--- src/rtl/input_buffer_ctrl.sv ---
// Input buffer controller: collects 136-bit scan beats into 1088-bit blocks
// and hands complete blocks to the hash core with a valid/ready handshake.
// Optional SHA3 pad10*1 padding is compiled in with INPUT_BUFFER_CTRL_PAD_EN.
module input_buffer_ctrl #(
  parameter int BEATS = 8,
  parameter int CNT_W = 4
) (
  input  logic             scan_clk,
  input  logic             scan_rst,
  input  logic             in_valid,
  input  logic             in_last,
  output logic             in_ready,
  output logic             shift_en,
  output logic             pad_sel,
  output logic             pad_first,
  output logic             pad_final,
  output logic             blk_valid,
  input  logic             blk_ready,
  output logic             blk_last,
  output logic [CNT_W-1:0] blk_beats
);

`ifdef INPUT_BUFFER_CTRL_PAD_EN
  typedef enum logic [1:0] {IDLE = 2'd0, FILL = 2'd1, PAD = 2'd2, FULL = 2'd3} state_t;
`else
  typedef enum logic [1:0] {IDLE = 2'd0, FILL = 2'd1, FULL = 2'd3} state_t;
`endif

  localparam logic [CNT_W-1:0] LAST_CNT = CNT_W'(BEATS);

  state_t           state, state_nxt;
  logic [CNT_W-1:0] cnt, cnt_nxt, cnt_inc;
  // dcnt counts only scan beats; cnt counts every shift, pad beats included
  logic [CNT_W-1:0] dcnt, dcnt_nxt, dcnt_inc;
  logic             blk_valid_nxt, blk_last_nxt;
  logic [CNT_W-1:0] blk_beats_nxt;
`ifdef INPUT_BUFFER_CTRL_PAD_EN
  // a message ending exactly on a block boundary still owes a pad-only block
  logic             pend, pend_nxt;
`endif

  assign cnt_inc  = cnt + 1'b1;
  assign dcnt_inc = dcnt + 1'b1;

  // Next-state, counter and handshake decode; strobes forced low in reset
  always_comb begin
    state_nxt     = state;
    cnt_nxt       = cnt;
    dcnt_nxt      = dcnt;
    blk_valid_nxt = blk_valid;
    blk_last_nxt  = blk_last;
    blk_beats_nxt = blk_beats;
    in_ready      = 1'b0;
    shift_en      = 1'b0;
    pad_sel       = 1'b0;
    pad_first     = 1'b0;
    pad_final     = 1'b0;
`ifdef INPUT_BUFFER_CTRL_PAD_EN
    pend_nxt      = pend;
`endif
    case (state)
      IDLE, FILL: begin
        in_ready = 1'b1;
        shift_en = in_valid;
        if (in_valid) begin
          cnt_nxt  = cnt_inc;
          dcnt_nxt = dcnt_inc;
          if (cnt_inc == LAST_CNT) begin
            state_nxt     = FULL;
            blk_valid_nxt = 1'b1;
            blk_beats_nxt = dcnt_inc;
`ifdef INPUT_BUFFER_CTRL_PAD_EN
            blk_last_nxt  = 1'b0;
            pend_nxt      = in_last;
`else
            blk_last_nxt  = in_last;
`endif
          end else if (in_last) begin
`ifdef INPUT_BUFFER_CTRL_PAD_EN
            state_nxt     = PAD;
`else
            state_nxt     = FULL;
            blk_valid_nxt = 1'b1;
            blk_last_nxt  = 1'b1;
            blk_beats_nxt = dcnt_inc;
`endif
          end else begin
            state_nxt = FILL;
          end
        end
      end
`ifdef INPUT_BUFFER_CTRL_PAD_EN
      PAD: begin
        pad_sel   = 1'b1;
        shift_en  = 1'b1;
        pad_first = (cnt == dcnt);
        pad_final = (cnt_inc == LAST_CNT);
        cnt_nxt   = cnt_inc;
        if (cnt_inc == LAST_CNT) begin
          state_nxt     = FULL;
          blk_valid_nxt = 1'b1;
          blk_last_nxt  = 1'b1;
          blk_beats_nxt = dcnt;
        end
      end
`endif
      FULL: begin
        if (blk_valid && blk_ready) begin
          blk_valid_nxt = 1'b0;
          cnt_nxt       = '0;
          dcnt_nxt      = '0;
          state_nxt     = IDLE;
`ifdef INPUT_BUFFER_CTRL_PAD_EN
          if (pend) begin
            state_nxt = PAD;
            pend_nxt  = 1'b0;
          end
`endif
        end
      end
      default: state_nxt = IDLE;
    endcase
    if (scan_rst) begin
      in_ready  = 1'b0;
      shift_en  = 1'b0;
      pad_sel   = 1'b0;
      pad_first = 1'b0;
      pad_final = 1'b0;
    end
  end

  // State, counters and block descriptor registers
  always_ff @(posedge scan_clk) begin
    if (scan_rst) begin
      state     <= IDLE;
      cnt       <= '0;
      dcnt      <= '0;
      blk_valid <= 1'b0;
      blk_last  <= 1'b0;
      blk_beats <= '0;
`ifdef INPUT_BUFFER_CTRL_PAD_EN
      pend      <= 1'b0;
`endif
    end else begin
      state     <= state_nxt;
      cnt       <= cnt_nxt;
      dcnt      <= dcnt_nxt;
      blk_valid <= blk_valid_nxt;
      blk_last  <= blk_last_nxt;
      blk_beats <= blk_beats_nxt;
`ifdef INPUT_BUFFER_CTRL_PAD_EN
      pend      <= pend_nxt;
`endif
    end
  end

endmodule

--- config.mk ---
export PLATFORM = sky130hd
export DESIGN_NAME = input_buffer_ctrl
export DESIGN_NICKNAME = d
export VERILOG_FILES = /design/src/rtl/input_buffer_ctrl.sv
export SDC_FILE = /design/constraint.sdc
export NUM_CORES = 1
export LEC_CHECK = 0
export CAP_MARGIN = 20
export CORE_UTILIZATION = 49
export CTS_CLUSTER_SIZE = 12
export DETAILED_ROUTE_END_ITERATION = 7
export PLACE_DENSITY = 0.76
export SLEW_MARGIN = 15
export SYNTH_ARGS = -nofsm -noshare
export SYNTH_HDL_FRONTEND = slang
export SYNTH_SLANG_ARGS = --single-unit
--- constraint.sdc ---
create_clock -name scan_clk -period 1.82 [get_ports scan_clk]
set_input_delay 0.273 -clock scan_clk [delete_from_list [all_inputs] [get_ports scan_clk]]
set_output_delay 0.273 -clock scan_clk [all_outputs]
set_load 0.03 [all_outputs]
Word level (Yosys, flattened, before mapping)
Cells that the tools add are included.
Storage, ports and cells
  bits in read-only memories: 0
  memory bits (writable): 0
  memories kept: 0
  register bits after elaboration: 16
  bits in latches: 0
Cells by class
  divide/modulo/power cells: 0
  $add $sub $neg: 2
  order comparisons: 0
  equality and inequality tests: 6
  reductions and logical operators: 9
  shift operators: 0
  bitwise logic cells: 0
  muxes and demuxes: 22
  multiply operators: 0
Operators by type and width (count)
  2-to-1 mux 4 bit: 5
  case mux 4 bit (2 select lines): 2
  2-to-1 mux 1 bit: 9
  adder 4 x 1 -> 4 bit, second input constant: 2
  2-to-1 mux 2 bit: 4
  AND reduction 3 bit: 2
  equality test 4 bit, second input constant: 1
  inequality test 2 bit, second input constant: 2
  case mux 2 bit (2 select lines): 1
  AND reduction 4 bit: 1
  nonzero test 2 bit: 2
  inequality test 3 bit, second input constant: 1
  equality test 2 x 1 -> 1 bit, second input constant: 1
  equality test 2 bit, second input constant: 1
  logical NOT 2 bit: 1
  case mux 1 bit (2 select lines): 1
  AND reduction 2 bit: 1
  OR reduction 2 bit: 1
  logical AND 1 bit: 1

Depth between registers and ports, before layout
Gate-level depths: netlist of the first run.
  depth in word-level cells: 5
  mapped depth: 6
  gate-level depth less buffers: 4

Worst setup path after synthesis of the first run
Ideal clock, no wire load.
  path type: register to output
  from: register state[1]
  to: output shift_en
  data arrival time: 1.126 ns
  required time: 1.547 ns
  stages on the path, launching flop included: 5
  slack: 0.421 ns
  buffers on the path: 2
  cell sequence: dfxtp_1 -> buf_4 -> nand2b_1 -> buf_2 -> nor2_1
Between the ends
  word-level cells in the longest chain between the ends: 4
  elaborated cells between the ends (all ways): 5
  classes of those cells: eq/ne: 1; mux: 2; reduce/logical: 2
Ends and longest elaborated chain
  start, declared: RTL line 31  | state_t state, state_nxt;
  start signal, assigned: RTL line 145  | state <= state_nxt;
  equality test 2 x 1 -> 1 bit or logical NOT 2 bit (tied branches): RTL line 61  | case (state)
  OR reduction 2 bit *: RTL line 61
  2-to-1 mux 1 bit *: RTL line 61
  2-to-1 mux 1 bit *: RTL line 123  | if (scan_rst) begin
  end, declared: RTL line 13  | output logic shift_en,
Mark *: on every way between the ends. The rest lies on a longest branch, timed or not.

Worst setup path in the final report of the first run
  from: register blk_valid
  to: output blk_valid
RTL lines
  start, declared: RTL line 17  | output logic blk_valid,
  start signal, assigned: RTL line 148  | blk_valid <= blk_valid_nxt;
No word-level cell between the ends.

==> results of run 1 <==
final cells by class:
| class | instances | area (µm²) | share of cell area |
|---|---|---|---|
| Multi-Input combinational cell | 65 | 433 | 0.455 |
| Sequential cell | 16 | 320 | 0.336 |
| Timing Repair Buffer | 16 | 145 | 0.152 |
| Clock buffer | 3 | 22.5 | 0.0237 |
| Tap cell | 16 | 20.0 | 0.0210 |
| Inverter | 3 | 11.3 | 0.0118 |
routing by layer:
metal / GRT usage / up-vias / share of wire
met3: 0.0255 / 5 / 0.030
li1: - / 335 / -
met2: 0.242 / 12 / 0.45
met4: 0.131 / 0 / 0.027
met5: 0 / - / 0
met1: 0.217 / 285 / 0.49
metrics by stage:
stage | instance area (µm²) | utilization | power [µW] | hold WS, ns
floorplan | 818 | - | 501 | 0.444
global placement | 930 | 0.610 | 542 | 0.443
detailed placement | 930 | 0.610 | 543 | 0.441
CTS | 952 | 0.625 | 729 | 0.458
global route | 952 | 0.625 | 750 | 0.478
finish | 952 | 0.625 | 718 | 0.456
power groups by stage:
| stage | sequential, µW | combinational, µW | clock, µW |
|---|---|---|---|
| after floorplan | 412 | 88.7 | 0 |
| after global placement | 399 | 143 | 0 |
| after detailed placement | 399 | 144 | 0 |
| after CTS | 391 | 145 | 193 |
| after global routing | 395 | 156 | 199 |
| final | 391 | 143 | 184 |
logic make-up (layout without fill, tap and decap cells):
kind of cell,after synthesis,after routing,share of synthesized area
simple gates,31,31,0.188
compound gates,25,25,0.253
flops,16,16,0.395
buf+inv,11,22,0.0802
fa+ha+maj,2,2,0.0309
xor+xnor,2,2,0.0216
mux,2,2,0.0262
other cells,1,3,0.00463
flip-flops by register name, indices dropped and copies added, names as in the netlist:
register and cells:
cnt 4, state 2, dcnt 4, blk_last 1, blk_beats 4, blk_valid 1
worst paths after layout:
| path | depth (start not counted) | startpoint | to |
|---|---|---|---|
| worst max-delay path | 1 | blk_valid | blk_valid |
| worst min-delay path | 2 | blk_beats[3] | blk_beats[3] |
| worst min register to register | 2 | blk_beats[3] | blk_beats[3] |
| worst max register to register | 4 | cnt[0] | blk_beats[0] |
placed cells by master, fill, tap and decap left out, types with 3 or more instances in the layout:
cell type / netlist / layout
a21oi_1: 7 / 7
inv_1: 3 / 3
nand3_1: 3 / 3
dfxtp_1: 16 / 16
buf_4: 4 / 6
clkbuf_4: 0 / 3
conb_1: 1 / 3
nor2_1: 16 / 16
nand2b_1: 4 / 4
a22oi_1: 3 / 3
a211oi_1: 5 / 5
clkdlybuf4s50_1: 0 / 10
worst register-to-register path, cell delays in order, from the launching register on:
cell,delay [ns]
dfxtp_1,0.43
ha_1,0.27
o211ai_4,0.12
a21oi_2,0.24
mux2_1,0.34
==> impl_metrics.ini, run 1 <==
[status]
status = complete, no violations

[worst_setup_path]
cp.arrival_ns = 1.43
crit_family = buffers and inverters
critPathKind = register to output pin
worstPathRequired_ns = 1.55
critPathBufInv = 1
cp-start-kind = register
endpoint_kind = output pin
reg2reg_slack_ns = 0.33
cp_max_fo = 5
crit_path_max_incr_delay_ns = 0.71
path_cells = clkdlybuf4s50_1
critical_path.slowest_cell = clkdlybuf4s50_1

[clocking]
htreeDepth = 1
cts_resized = 0
post_cts_buffers = 0
cts-root-buf = clkbuf_4
path_clk_slew_ns = 0.09
cts_tree = built
clk_latency_ns = 0.29
ctsHoldBuffers = 0
cts_inserted_buffers = 3
cts_buffer_depth = 2
cts_sinks = 16

[synthesis]
syn_area_per_cell_um2 = 9.01
yosys.area.top_type_share = 0.395
syn-cell-area_um2 = 811
yosysTopAreaCell = dfxtp_1
synth_common_cells = 16 x dfxtp_1, 16 x nor2_1, 7 x a21oi_1
synth_area_leaders = dfxtp_1 40%, nor2_1 7.4%, a211oi_1 4.6%, a21oi_1 4.3%, buf_4 3.7%
yosysWarningCount = 0
async_flop_share = 0
synth-seq-area-share = 0.395
synth-seq-cells = 16
synth_flop_cell = dfxtp_1
yosysUniqueCellTypes = 31
postSynthCellCount = 90
synth-edff-count = 0

[pwr]
pwr-share-clk = 0.256
combPwrFrac = 0.200
sw_frac_of_total = 0.293
p_switching_uw = 211
p_int_uw = 508
p_leak_uw = 0.000362
cellPowerDensity_mw_per_mm2 = 755
seq_power_share = 0.544
ir_drop_mv = 0.467

[timing]
fin_setup_tns_ns = 0
timing.clock.skew_ns = 0.00297
rsz0062_at_grt = false
setup_viol = 0
finalCritPeriodShare = 0.935
fmaxAchievable_mhz = 587
finalWorstSetupSlack_ns = 0.118
period_needed_ns = 1.70
drv_slew = 0
hold_violations = 0

[die]
start_util = 0.532
rows = 14
core_mm2 = 0.00152
fp.dieW_um = 42.7
dieArea_mm2 = 0.00182
die_height_um = 42.7
ios = 16

[routing]
wl_mm = 1.42
vias = 637
route.detailed.drc = 0
wl_per_cell_um = 11.9
vias_per_cell = 5.35
firstDrtPassIters = 4
drtIter0Drc = 5
final_antenna_net_count = 0

[final_layout]
drive_above_1_share = 0.136
fillCellCount = 133
antenna_cells = 0
syn2layout_area_growth_pct = 17.4
fin_cells = 119
nets = 112

[grt]
grt_usage = 0.166
grt_pass1_wl_mm = 2.23
grt_pass1_vias = 545
antenna_found_initial = 0
grt.overflow.total = 0
grt_max_degree = 10

[place]
io_buffers = 12
dp.cells = 116
place_ws_ns = 0.152
dpl.hpwl_mm = 1.09
gp_congestion = 0.812

[min_path]
hold_class = register to register

[flow_run]
max_cap_violations = 0
Power figures use the tool's default switching activity.
==> run 2: changes to the inputs <==
--- a/config.mk
+++ b/config.mk
@@ -6,10 +6,11 @@
 export NUM_CORES = 1
 export LEC_CHECK = 0
 export CAP_MARGIN = 20
-export CORE_UTILIZATION = 49
+export CORE_MARGIN = 1
+export CORE_UTILIZATION = 53
 export CTS_CLUSTER_SIZE = 12
 export DETAILED_ROUTE_END_ITERATION = 7
-export PLACE_DENSITY = 0.76
+export PLACE_DENSITY = 0.82
 export SLEW_MARGIN = 15
 export SYNTH_ARGS = -nofsm -noshare
 export SYNTH_HDL_FRONTEND = slang
==> constraint.sdc (replaced) <==
create_clock -name scan_clk -period 2.14 [get_ports scan_clk]
set_input_delay 0.321 -clock scan_clk [delete_from_list [all_inputs] [get_ports scan_clk]]
set_output_delay 0.321 -clock scan_clk [all_outputs]
set_load 0.03 [all_outputs]
==> run 2 against run 1 <==
  * Routed wire length unchanged
  * First-iteration DRC count increased by 140%
  * Sequential share of layout area increased by 0.089 points
==> impl_metrics.ini, run 2 (synthesized netlist as in run 1, its figures left out) <==
[routing]
wl_mm = 1.42
final_antenna_net_count = 0
drtIter0Drc = 12
wl_per_cell_um = 12.2
vias_per_cell = 5.43
route.detailed.drc = 0
vias = 635
firstDrtPassIters = 5

[die]
dieArea_mm2 = 0.00169
core_mm2 = 0.00137
start_util = 0.593
ios = 16
rows = 13
die_height_um = 41.1
fp.dieW_um = 41.1

[place]
dpl.hpwl_um = 995
dp.cells = 113
gp_congestion = 0.755
io_buffers = 12

[timing]
rsz0062_at_grt = false
setup_viol = 0
whs_ns = 0.462
drv_slew = 0
fin_setup_tns_ns = 0
finalCritPeriodShare = 0.826
timing.clock.skew_ns = 0.00797
hold_violations = 0
period_needed_ns = 1.77
fmaxAchievable_mhz = 566

[worst_setup_path]
cp.arrival_ns = 1.45
worstPathRequired_ns = 1.82
critPathKind = register to output pin
endpoint_kind = output pin
reg2reg_slack_ns = 0.68
rr_worst_depth = 4
reg2reg_from = cnt[0]
worstReg2RegEnd = blk_beats[0]
cp_max_fo = 5
crit_path_max_incr_delay_ns = 0.71
cp-start-kind = register
critical_path.slowest_cell = clkdlybuf4s50_1
path_cells = clkdlybuf4s50_1
critPathBufInv = 1
crit_family = buffers and inverters

[grt]
grt.overflow.total = 0
grt_pass1_wl_mm = 1.97
grt.busiest_layer = met2
grt_usage = 0.188
antenna_found_initial = 0
grt_pass1_vias = 470
met2_usage = 0.273
use_met1 = 0.232
use_met3 = 0.0978
grt_max_degree = 14

[clocking]
cts_inserted_buffers = 3
post_cts_buffers = 0
ctsHoldBuffers = 0
cts_buffer_depth = 2
htreeDepth = 1
clk_latency_ns = 0.29
cts-root-buf = clkbuf_4
cts_tree = built
cts_sinks = 16
cts_resized = 0
path_clk_slew_ns = 0.10

[min_path]
hold_path_depth = 2
hold_class = register to register
hold_start = blk_beats[2]
min_to = blk_beats[2]

[final_layout]
nets = 110
syn2layout_area_growth_pct = 17.1
fin_cells = 117
multi_input_area_um2 = 433
reg_top3 = blk_beats (4), cnt (4), dcnt (4)
final_cell_mix = 16 x nor2_1, 16 x dfxtp_1, 10 x clkdlybuf4s50_1
fillCellCount = 119
antenna_cells = 0
final_core_util = 0.695
drive_above_1_share = 0.127
ff_latch_area_um2 = 320

[pwr]
cellPowerDensity_mw_per_mm2 = 687
ir_drop_mv = 0.505
p_leak_uw = 0.000360

[status]
status = complete, no violations

[flow_run]
max_cap_violations = 0
run 2: changes by cell type in the layout (fill, tap and decap cells not counted):
| cell | change |
|---|---|
| buf_4 | -2 |
| clkbuf_8 | +1 |
run 2: per-stage QoR:
step           cell area [µm²]  setup WS, ns  total power (µW)
2_1_floorplan              818         0.687               426
3_3_place_gp               913         0.435               457
3_5_place_dp               913         0.400               458
4_1_cts                    950         0.345               657
5_1_grt                    950         0.294               684
6_report                   950         0.372               652
run 2: how the worst max path moves through the flow:
| stage | start | to | slack, ns | depth (start not counted) |
|---|---|---|---|---|
| 6_report | blk_valid | blk_valid | 0.37 | 1 |
| 3_5_place_dp | in_valid | blk_beats[0] | 0.40 | 4 |
| 4_1_cts | blk_valid | blk_valid | 0.34 | 1 |
| 3_3_place_gp | in_valid | blk_beats[0] | 0.44 | 4 |
| 5_1_grt | blk_valid | blk_valid | 0.29 | 1 |
| 2_1_floorplan | scan_rst | shift_en | 0.69 | 3 |
run 2: final cells by class:
| class | instances | share of cell area |
|---|---|---|
| inverter | 3 | 0.0119 |
| sequential | 16 | 0.337 |
| clock buffer | 4 | 0.0382 |
| multi-input combinational | 65 | 0.456 |
| tap | 15 | 0.0198 |
| timing repair buffer | 14 | 0.137 |
run 2: power by group:
group          switching (µW)  internal, µW  total (µW)
registers                18.8           314         333
logic                    69.8          49.1         119
clock network            96.3           104         200
run 2: metal layers:
| metal | vias up | part of all wire |
|---|---|---|
| met5 | - | 0 |
| met4 | 0 | 0.013 |
| met3 | 2 | 0.051 |
| met2 | 15 | 0.44 |
| met1 | 286 | 0.49 |
| li1 | 332 | - |
